$ cat src/rtl/ipf_lcu_sched_pkg.sv
`default_nettype none
// ----------------------------------------------------------------------------
// ipf_pkg: shared states, LCU-size encodings and parameter-word layout.
// Revision: 1.0
// ----------------------------------------------------------------------------
package ipf_pkg;

  localparam int IMG_LOG = 7;
  localparam int PAR_W   = 24;

  typedef logic [2:0] state_t;
  localparam state_t S_IDLE   = 3'd0;
  localparam state_t S_PFETCH = 3'd1;
  localparam state_t S_PLOAD  = 3'd2;
  localparam state_t S_STREAM = 3'd3;
  localparam state_t S_DRAIN  = 3'd4;
  localparam state_t S_WFIN   = 3'd5;
  localparam state_t S_DONE   = 3'd6;

  localparam logic [1:0] LCU_16 = 2'd0;
  localparam logic [1:0] LCU_32 = 2'd1;
  localparam logic [1:0] LCU_64 = 2'd2;

  localparam int TYPE_MSB  = 23;
  localparam int BAND_MSB  = 21;
  localparam int CLASS_BIT = 16;
  localparam int OFF_MSB   = 15;

  // The reserved encoding behaves as the smallest LCU.
  function automatic logic [1:0] norm_size(input logic [1:0] s);
    return (s == LCU_32 || s == LCU_64) ? s : LCU_16;
  endfunction

  function automatic logic [3:0] lpr(input logic [1:0] size);
    case (norm_size(size))
      LCU_32:  return 4'd4;
      LCU_64:  return 4'd2;
      default: return 4'd8;
    endcase
  endfunction

endpackage
`default_nettype wire

$ cat src/rtl/ipf_lcu_sched_if.sv
`default_nettype none
// ----------------------------------------------------------------------------
// ipf_lcu_sched_if: memory, filter and control signals of the LCU scheduler.
// Revision: 1.0
// ----------------------------------------------------------------------------
interface ipf_lcu_sched_if;
  import ipf_pkg::*;

  logic                   start;
  logic [1:0]             cfg_lcu_size;
  logic                   img_rd_en;
  logic [2*IMG_LOG-1:0]   img_addr;
  logic [7:0]             img_rdata;
  logic                   par_rd_en;
  logic [5:0]             par_addr;
  logic [PAR_W-1:0]       par_rdata;
  logic                   busy;
  logic                   finish;
  logic                   in_en;
  logic [7:0]             din;
  logic [1:0]             ipf_type;
  logic [4:0]             ipf_band_pos;
  logic                   ipf_wo_class;
  logic [15:0]            ipf_offset;
  logic [2:0]             lcu_x;
  logic [2:0]             lcu_y;
  logic [1:0]             lcu_size;
  logic                   done;

  modport master (
    input  start, cfg_lcu_size, img_rdata, par_rdata, busy, finish,
    output img_rd_en, img_addr, par_rd_en, par_addr, in_en, din,
           ipf_type, ipf_band_pos, ipf_wo_class, ipf_offset,
           lcu_x, lcu_y, lcu_size, done
  );

  modport slave (
    output start, cfg_lcu_size, img_rdata, par_rdata, busy, finish,
    input  img_rd_en, img_addr, par_rd_en, par_addr, in_en, din,
           ipf_type, ipf_band_pos, ipf_wo_class, ipf_offset,
           lcu_x, lcu_y, lcu_size, done
  );

endinterface
`default_nettype wire

$ cat src/rtl/ipf_lcu_sched_addr_gen.sv
`default_nettype none
// ----------------------------------------------------------------------------
// ipf_lcu_addr_gen: col/row/LCU counters producing pixel and parameter addresses.
// Revision: 1.0
// ----------------------------------------------------------------------------
module ipf_lcu_addr_gen
  import ipf_pkg::*;
(
  input  logic                 clk,
  input  logic                 reset,
  input  logic                 clear,
  input  logic                 advance,
  input  logic [1:0]           size,
  output logic [2*IMG_LOG-1:0] img_addr,
  output logic [5:0]           par_addr,
  output logic                 first_in_lcu,
  output logic                 last_in_lcu,
  output logic                 last_lcu,
  output logic                 last_in_frame
);

  logic [5:0]         col_q, col_d, row_q, row_d;
  logic [2:0]         lx_q, lx_d, ly_q, ly_d;
  logic [2:0]         n_log;
  logic [5:0]         n_max;
  logic [2:0]         lpr_max;
  logic [IMG_LOG-1:0] pix_x, pix_y;
  logic [5:0]         lcu_idx;

  always_comb begin
    n_log   = 3'd4 + {1'b0, size};
    n_max   = 6'((7'd1 << n_log) - 7'd1);
    lpr_max = 3'(lpr(size) - 4'd1);

    // N and LPR are powers of two and col/lx never reach them, so OR acts as add.
    pix_x   = ({4'd0, lx_q} << n_log) | {1'b0, col_q};
    pix_y   = ({4'd0, ly_q} << n_log) | {1'b0, row_q};
    lcu_idx = ({3'd0, ly_q} << (2'd3 - size)) | {3'd0, lx_q};

    img_addr      = {pix_y, pix_x};
    par_addr      = lcu_idx + 6'd1;
    first_in_lcu  = (col_q == 6'd0) && (row_q == 6'd0);
    last_in_lcu   = (col_q == n_max) && (row_q == n_max);
    last_lcu      = (lx_q == lpr_max) && (ly_q == lpr_max);
    last_in_frame = last_in_lcu && last_lcu;

    col_d = col_q;
    row_d = row_q;
    lx_d  = lx_q;
    ly_d  = ly_q;
    if (clear) begin
      col_d = 6'd0;
      row_d = 6'd0;
      lx_d  = 3'd0;
      ly_d  = 3'd0;
    end else if (advance) begin
      if (col_q != n_max) begin
        col_d = col_q + 6'd1;
      end else begin
        col_d = 6'd0;
        if (row_q != n_max) begin
          row_d = row_q + 6'd1;
        end else begin
          row_d = 6'd0;
          if (lx_q != lpr_max) begin
            lx_d = lx_q + 3'd1;
          end else begin
            lx_d = 3'd0;
            ly_d = (ly_q == lpr_max) ? 3'd0 : ly_q + 3'd1;
          end
        end
      end
    end
  end

  always_ff @(posedge clk) begin
    if (reset) begin
      col_q <= 6'd0;
      row_q <= 6'd0;
      lx_q  <= 3'd0;
      ly_q  <= 3'd0;
    end else begin
      col_q <= col_d;
      row_q <= row_d;
      lx_q  <= lx_d;
      ly_q  <= ly_d;
    end
  end

endmodule
`default_nettype wire

$ cat src/rtl/ipf_lcu_sched.sv
`default_nettype none
// ----------------------------------------------------------------------------
// ipf_lcu_sched: streams a 128x128 image to the IPF filter LCU by LCU.
// Revision: 1.0
// ----------------------------------------------------------------------------
module ipf_lcu_sched
  import ipf_pkg::*;
(
  input  logic            clk,
  input  logic            reset,
  ipf_lcu_sched_if.master bus
);

  state_t             state_q, state_d;
  logic               rd_pend_q, rd_pend_d;
  logic               rd_lcu_end_q, rd_lcu_end_d, rd_frm_end_q, rd_frm_end_d;
  logic               hold_vld_q, hold_vld_d;
  logic               hold_lcu_end_q, hold_lcu_end_d, hold_frm_end_q, hold_frm_end_d;
  logic [7:0]         hold_pix_q, hold_pix_d;
  logic               par_pend_q, par_pend_d;
  logic [PAR_W-1:0]   shadow_q, shadow_d, par_q, par_d;
  logic [2:0]         lcu_x_q, lcu_x_d, lcu_y_q, lcu_y_d;
  logic [1:0]         size_q, size_d;

  logic               issue, present, pres_lcu_end, pres_frm_end, prefetch, gen_clear;
  logic [2:0]         lpr_max;
  logic [2*IMG_LOG-1:0] gen_img_addr;
  logic [5:0]         gen_par_addr;
  logic               first_in_lcu, last_in_lcu, last_lcu, last_in_frame;

  ipf_lcu_addr_gen u_addr_gen (
    .clk           (clk),
    .reset         (reset),
    .clear         (gen_clear),
    .advance       (issue),
    .size          (size_q),
    .img_addr      (gen_img_addr),
    .par_addr      (gen_par_addr),
    .first_in_lcu  (first_in_lcu),
    .last_in_lcu   (last_in_lcu),
    .last_lcu      (last_lcu),
    .last_in_frame (last_in_frame)
  );

  always_comb begin
    gen_clear    = (state_q == S_PLOAD);
    issue        = (state_q == S_STREAM) && !bus.busy && !hold_vld_q;
    // At most one of rd_pend/hold_vld is set, so a single pixel is ever in flight.
    present      = (hold_vld_q || rd_pend_q) && !bus.busy;
    pres_lcu_end = hold_vld_q ? hold_lcu_end_q : rd_lcu_end_q;
    pres_frm_end = hold_vld_q ? hold_frm_end_q : rd_frm_end_q;
    prefetch     = issue && first_in_lcu && !last_lcu;
    lpr_max      = 3'(lpr(size_q) - 4'd1);

    state_d        = state_q;
    rd_pend_d      = issue;
    rd_lcu_end_d   = issue && last_in_lcu;
    rd_frm_end_d   = issue && last_in_frame;
    hold_vld_d     = hold_vld_q;
    hold_pix_d     = hold_pix_q;
    hold_lcu_end_d = hold_lcu_end_q;
    hold_frm_end_d = hold_frm_end_q;
    par_pend_d     = prefetch;
    shadow_d       = shadow_q;
    par_d          = par_q;
    lcu_x_d        = lcu_x_q;
    lcu_y_d        = lcu_y_q;
    size_d         = size_q;

    if (rd_pend_q && bus.busy) begin
      hold_vld_d     = 1'b1;
      hold_pix_d     = bus.img_rdata;
      hold_lcu_end_d = rd_lcu_end_q;
      hold_frm_end_d = rd_frm_end_q;
    end else if (hold_vld_q && !bus.busy) begin
      hold_vld_d = 1'b0;
    end

    if (par_pend_q) begin
      shadow_d = bus.par_rdata;
    end

    case (state_q)
      S_IDLE:   if (bus.start) state_d = S_PFETCH;
      S_PFETCH: state_d = S_PLOAD;
      S_PLOAD: begin
        par_d   = bus.par_rdata;
        lcu_x_d = 3'd0;
        lcu_y_d = 3'd0;
        size_d  = norm_size(bus.cfg_lcu_size);
        state_d = S_STREAM;
      end
      S_STREAM: if (issue && last_in_frame) state_d = S_DRAIN;
      S_DRAIN:  if (present && pres_frm_end) state_d = S_WFIN;
      S_WFIN:   if (bus.finish) state_d = S_DONE;
      S_DONE:   state_d = S_IDLE;
      default:  state_d = S_IDLE;
    endcase

    // Parameters for the next LCU take effect right after its predecessor's last pixel.
    if (present && pres_lcu_end && !pres_frm_end) begin
      par_d = shadow_q;
      if (lcu_x_q == lpr_max) begin
        lcu_x_d = 3'd0;
        lcu_y_d = lcu_y_q + 3'd1;
      end else begin
        lcu_x_d = lcu_x_q + 3'd1;
      end
    end
  end

  always_ff @(posedge clk) begin
    if (reset) begin
      state_q        <= S_IDLE;
      rd_pend_q      <= 1'b0;
      rd_lcu_end_q   <= 1'b0;
      rd_frm_end_q   <= 1'b0;
      hold_vld_q     <= 1'b0;
      hold_pix_q     <= 8'd0;
      hold_lcu_end_q <= 1'b0;
      hold_frm_end_q <= 1'b0;
      par_pend_q     <= 1'b0;
      shadow_q       <= '0;
      par_q          <= '0;
      lcu_x_q        <= 3'd0;
      lcu_y_q        <= 3'd0;
      size_q         <= 2'd0;
    end else begin
      state_q        <= state_d;
      rd_pend_q      <= rd_pend_d;
      rd_lcu_end_q   <= rd_lcu_end_d;
      rd_frm_end_q   <= rd_frm_end_d;
      hold_vld_q     <= hold_vld_d;
      hold_pix_q     <= hold_pix_d;
      hold_lcu_end_q <= hold_lcu_end_d;
      hold_frm_end_q <= hold_frm_end_d;
      par_pend_q     <= par_pend_d;
      shadow_q       <= shadow_d;
      par_q          <= par_d;
      lcu_x_q        <= lcu_x_d;
      lcu_y_q        <= lcu_y_d;
      size_q         <= size_d;
    end
  end

  assign bus.img_rd_en    = issue;
  assign bus.img_addr     = gen_img_addr;
  assign bus.par_rd_en    = (state_q == S_PFETCH) || prefetch;
  assign bus.par_addr     = prefetch ? gen_par_addr : 6'd0;
  assign bus.in_en        = present;
  assign bus.din          = !present ? 8'd0 : (hold_vld_q ? hold_pix_q : bus.img_rdata);
  assign bus.ipf_type     = par_q[TYPE_MSB -: 2];
  assign bus.ipf_band_pos = par_q[BAND_MSB -: 5];
  assign bus.ipf_wo_class = par_q[CLASS_BIT];
  assign bus.ipf_offset   = par_q[OFF_MSB:0];
  assign bus.lcu_x        = lcu_x_q;
  assign bus.lcu_y        = lcu_y_q;
  assign bus.lcu_size     = size_q;
  assign bus.done         = (state_q == S_DONE);

endmodule
`default_nettype wire

$ cat src/flat_wrapper.sv
// flat-port wrapper written by rule: the top's interface ports become plain ports
module ipf_lcu_sched_flat import ipf_pkg::*;
  (clk, reset, bus_start, bus_cfg_lcu_size, bus_img_rdata, bus_par_rdata, bus_busy, bus_finish, bus_img_rd_en, bus_img_addr, bus_par_rd_en, bus_par_addr, bus_in_en, bus_din, bus_ipf_type, bus_ipf_band_pos, bus_ipf_wo_class, bus_ipf_offset, bus_lcu_x, bus_lcu_y, bus_lcu_size, bus_done);
  ipf_lcu_sched_if bus_i ();
  input  logic clk;
  input  logic reset;
  input wire logic [$bits(bus_i.start)-1:0] bus_start;
  input wire logic [$bits(bus_i.cfg_lcu_size)-1:0] bus_cfg_lcu_size;
  input wire logic [$bits(bus_i.img_rdata)-1:0] bus_img_rdata;
  input wire logic [$bits(bus_i.par_rdata)-1:0] bus_par_rdata;
  input wire logic [$bits(bus_i.busy)-1:0] bus_busy;
  input wire logic [$bits(bus_i.finish)-1:0] bus_finish;
  output wire logic [$bits(bus_i.img_rd_en)-1:0] bus_img_rd_en;
  output wire logic [$bits(bus_i.img_addr)-1:0] bus_img_addr;
  output wire logic [$bits(bus_i.par_rd_en)-1:0] bus_par_rd_en;
  output wire logic [$bits(bus_i.par_addr)-1:0] bus_par_addr;
  output wire logic [$bits(bus_i.in_en)-1:0] bus_in_en;
  output wire logic [$bits(bus_i.din)-1:0] bus_din;
  output wire logic [$bits(bus_i.ipf_type)-1:0] bus_ipf_type;
  output wire logic [$bits(bus_i.ipf_band_pos)-1:0] bus_ipf_band_pos;
  output wire logic [$bits(bus_i.ipf_wo_class)-1:0] bus_ipf_wo_class;
  output wire logic [$bits(bus_i.ipf_offset)-1:0] bus_ipf_offset;
  output wire logic [$bits(bus_i.lcu_x)-1:0] bus_lcu_x;
  output wire logic [$bits(bus_i.lcu_y)-1:0] bus_lcu_y;
  output wire logic [$bits(bus_i.lcu_size)-1:0] bus_lcu_size;
  output wire logic [$bits(bus_i.done)-1:0] bus_done;
  assign bus_i.start = bus_start;
  assign bus_i.cfg_lcu_size = bus_cfg_lcu_size;
  assign bus_i.img_rdata = bus_img_rdata;
  assign bus_i.par_rdata = bus_par_rdata;
  assign bus_i.busy = bus_busy;
  assign bus_i.finish = bus_finish;
  assign bus_img_rd_en = bus_i.img_rd_en;
  assign bus_img_addr = bus_i.img_addr;
  assign bus_par_rd_en = bus_i.par_rd_en;
  assign bus_par_addr = bus_i.par_addr;
  assign bus_in_en = bus_i.in_en;
  assign bus_din = bus_i.din;
  assign bus_ipf_type = bus_i.ipf_type;
  assign bus_ipf_band_pos = bus_i.ipf_band_pos;
  assign bus_ipf_wo_class = bus_i.ipf_wo_class;
  assign bus_ipf_offset = bus_i.ipf_offset;
  assign bus_lcu_x = bus_i.lcu_x;
  assign bus_lcu_y = bus_i.lcu_y;
  assign bus_lcu_size = bus_i.lcu_size;
  assign bus_done = bus_i.done;
  ipf_lcu_sched u_core (.clk(clk), .reset(reset), .bus(bus_i));
endmodule
$ cat config.mk
export PLATFORM = sky130hd
export DESIGN_NAME = ipf_lcu_sched_flat
export DESIGN_NICKNAME = d
export VERILOG_FILES = /design/src/rtl/ipf_lcu_sched_pkg.sv /design/src/rtl/ipf_lcu_sched_if.sv /design/src/rtl/ipf_lcu_sched_addr_gen.sv /design/src/rtl/ipf_lcu_sched.sv /design/src/flat_wrapper.sv
export SDC_FILE = /design/constraint.sdc
export NUM_CORES = 1
export LEC_CHECK = 0
export ABC_CLOCK_PERIOD_IN_PS = 4750
export BUFFER_PORTS_ARGS = -buffer_cell sky130_fd_sc_hd__buf_2
export CORE_UTILIZATION = 51
export DETAILED_ROUTE_END_ITERATION = 8
export GPL_TIMING_DRIVEN = 0
export PLACE_DENSITY_LB_ADDON = 0.15
export SLEW_MARGIN = 15
export SYNTH_ARGS = -nofsm -noshare
export SYNTH_HDL_FRONTEND = slang
export SYNTH_SLANG_ARGS = --single-unit
$ cat constraint.sdc
create_clock -name clk -period 4.75 [get_ports clk]
set_clock_uncertainty 0.15 [all_clocks]
set_input_delay 0.95 -clock clk [delete_from_list [all_inputs] [get_ports clk]]
set_output_delay 0.95 -clock clk [all_outputs]
set_load 0.01 [all_outputs]
==> results by group <==
Flow run
  • MaxCap Viol Count: 0

Clock tree
  • Worst-path clk slew: ~0.09 ns
  • Postcts setup bufs: 0
  • CTS Buffer Depth: 2
  • Num CTS Buffers: 9
  • H-Tree Depth: 3
  • Root Driver: clkbuf_8
  • CTS tree: done
  • Sink Count: 92
  • CTS resizes: 0
  • Latest clock arrival within the worst-skew pair: 0.36 ns
  • Hold_buf cts: 0

STA
  • Slew Limit Fails: 0
  • Final hold vios: 0
  • RSZ-0062 raised after global routing: no
  • Final WS setup: 0.3112 ns
  • Max Freq: 0.2253 GHz
  • Fin crit period: 4.439 ns
  • Final TNS setup: 0 ns
  • Final period utilization: 93.45%
  • Worst slew pin tran: roughly 0.76 ns
  • Max-slew headroom: ~50%
  • Final setup fails: 0

Synthesis
  • Netlist Area Pre-Place: 4526 sq um
  • Synth area leader: dfxtp_1
  • Top-count cell post-synth: dfxtp_1
  • Post-synth EDFFs: 0
  • Post-synth top area share: 40.70%
  • Syn Nets: approximately 600
  • Synth cell count leaders: 92 x dfxtp_1, 89 x nor2_1, 88 x nand2_1, 38 x mux2i_1, 27 x a21oi_1
  • Async S/R FF share, synth: 0%
  • Part of the Yosys area used for sequential elements: between 40% and 50%
  • Syn Inst Count: 542
  • Yosys cell types: 53
  • Synth top area cells: dfxtp_1 41%, mux2i_1 8.4%, nor2_1 7.4%, nand2_1 7.3%, a311oi_1 4.6%
  • Prevailing post-synth register cell: dfxtp_1
  • Yosys Warn Count: 0
  • Mean Syn Cell Area: 8.350 sq um
  • Yosys reg bits: 92

Worst setup path
  • Worst path cell trace: buf_2 -> buf_1 -> inv_1 -> ha_1 -> xor2_1 -> and3_1 -> nand2_1 -> nand4_1 -> nor3_1 -> buf_2
  • Worst EP arrival: about 3.3 ns
  • Crit start category: flop
  • Worst path max stage delay: 0.41 ns
  • Crit path max-delay cell type: buf_1
  • Peak fanout along the critical path: 10
  • Crit path top cell by count: buf_2
  • FF-to-FF setup slack: roughly 1.5 ns
  • Critical path buffers and inverters: 4
  • Setup CP Type: reg -> out
  • Worst path required time: 3.65 ns
  • Crit path max-delay family: simple AND/OR/NAND/NOR gates
  • Worst setup EP type: output pin

Die
  • Starting density of the core: a little over half
  • Die W: between 90 and 100 um
  • I/O pin total: between 100 and 150
  • Die Y: 96.20 um
  • Total core area: between 8000 and 9000 sq um
  • Site Rows: 34
  • Die area: 9254 sq um

Placed design
  • Final HPWL DP: 7.942 mm
  • Pre-CTS setup slack: around 0.67 ns
  • Placer Congestion: 0.7923
  • Buffers on Ports: 102
  • DP Cell Count: between 700 and 800

Routing
  • DR vias/cell: ~5.3
  • Final ANT Viol Nets: 0
  • Total number of vias: 4095
  • Routed WL: 10.69 mm
  • WL/cell: between 10 and 15 um
  • First DRT Iteration DRCs: 187
  • DRC viols: 0
  • Pre-antenna DRT Iters: 4

Layout
  • Post-Route Utilization: 62.27%
  • Total Nets Final: 705
  • Layout Cells excl Fill: between 700 and 800
  • Share of post-route cells with drive strength above 1: 22.58%
  • Antenna diodes: 0
  • Filler instances: 780
  • Area Growth Syn to Fin: 18.83%

Global routing
  • Vias in the first global route: 3633
  • Global-route wire length before repair: 16.76 mm
  • Largest net degree at the start of global routing: 18
  • Global Route Usage Sum: 23.36%
  • Initial antenna violation count: 0
  • Global route total overflow: 0

Power and ir drop
  • Total power: between 1 and 1.5 mW
  • PD cells: between 200 and 300 nW/um^2
  • Worst vdd rail ir drop: 175.2 uV
  • Leakage: ~2.3 nW

Outcome
  • Status: finished, final reports clean

Worst hold path
  • Hold Crit Class: reg -> reg
==> state kept, by name, summed over array words and instances (netlist names) <==
name	count
u_core.hold_pix_q	8
u_core.u_addr_gen.lx_q	3
u_core.rd_pend_q	1
u_core.par_pend_q	1
u_core.rd_frm_end_q	1
u_core.shadow_q	24
u_core.u_addr_gen.ly_q	3
u_core.bus.lcu_size	2
u_core.state_q	3
u_core.hold_vld_q	1
u_core.u_addr_gen.col_q	6
u_core.par_q	24
u_core.hold_lcu_end_q	1
u_core.hold_frm_end_q	1
u_core.rd_lcu_end_q	1
u_core.u_addr_gen.row_q	6
u_core.bus.lcu_x	3
u_core.bus.lcu_y	3
==> report_power, final <==
| group | switching, mW | leakage (nW) | total [mW] | internal [mW] |
|---|---|---|---|---|
| logic | 0.0885 | 1.49 | 0.143 | 0.0542 |
| registers | 0.0102 | 0.743 | 0.798 | 0.788 |
| clock network | 0.291 | 0.0984 | 0.543 | 0.251 |
==> layer usage <==
layer	wire length [um]	track usage, %	vias up
met5	0	0	-
met4	172	8.955	0
met3	695	4.818	19
met2	5001	38.06	112
met1	4823	30.21	1889
li1	-	-	2075
==> metrics by stage <==
step                cell area (sq um)  hold WS, ns
floorplan                        4526       0.2773
global placement                 5171       0.2900
detailed placement               5171       0.2934
CTS                              5378       0.3070
global route                     5378       0.3268
finish                           5378       0.3088
==> layout by cell type, fill, tap and decap left out, drive strengths merged, types with 2 or more instances in the layout <==
master | synthesis | final
nor3 | 7 | 7
and3 | 5 | 5
nor3b | 2 | 2
o21ai | 10 | 10
nor2 | 89 | 89
clkinvlp | 0 | 2
mux2i | 38 | 38
a311oi | 24 | 24
or3b | 3 | 3
nand4 | 4 | 4
a21oi | 27 | 27
and2 | 2 | 2
mux2 | 3 | 3
nand2 | 88 | 88
a211oi | 2 | 2
ha | 11 | 11
xnor2 | 6 | 6
buf | 23 | 125
or4 | 2 | 2
o21bai | 4 | 4
nand3b | 8 | 8
nand3 | 10 | 10
inv | 9 | 12
and3b | 3 | 3
dfxtp | 92 | 92
clkbuf | 22 | 31
xor2 | 19 | 19
o31ai | 2 | 2
a21o | 4 | 4
nand2b | 5 | 5
or4b | 2 | 2
nor2b | 4 | 4
nor4 | 2 | 2
==> path summary, 6_finish.rpt <==
| check | startpoint | endpoint | cells after the start |
|---|---|---|---|
| min reg2reg | u_core.rd_lcu_end_q | u_core.hold_lcu_end_q | 2 |
| min | u_core.rd_lcu_end_q | u_core.hold_lcu_end_q | 2 |
| max | u_core.bus.lcu_size[0] | bus_par_addr[5] | 10 |
| max reg2reg | u_core.bus.lcu_size[0] | u_core.u_addr_gen.ly_q[2] | 9 |
==> worst register-to-register path, stage by stage (launching register included) <==
cell and delay, ns:
dfxtp_1 0.33, buf_2 0.19, buf_1 0.41, inv_1 0.19, ha_1 0.29, xnor2_1 0.16
nor2_1 0.48, nand4_1 0.32, or4b_1 0.54, a21oi_1 0.13
==> cell type report <==
| class | count | area [sq um] | share of cell area, % |
|---|---|---|---|
| sequential | 92 | 1842 | 34.25 |
| timing repair buffer | 102 | 510.5 | 9.493 |
| clock buffer | 9 | 123.9 | 2.303 |
| tap | 108 | 135.1 | 2.513 |
| multi-input combinational | 396 | 2431 | 45.21 |
| clock inverter | 7 | 82.58 | 1.536 |
| buffer | 45 | 219.0 | 4.072 |
| inverter | 9 | 33.78 | 0.6282 |
==> cells by family after synthesis <==
kind of cell / after synthesis / synth area share, %
simple gates: 237 / 24.25
flops: 92 / 40.70
compound gates: 82 / 12.44
buf+inv: 54 / 5.584
mux: 41 / 9.151
xor+xnor: 25 / 4.838
fa+ha+maj: 11 / 3.041
Note: power is estimated with default switching activity, not from simulation.
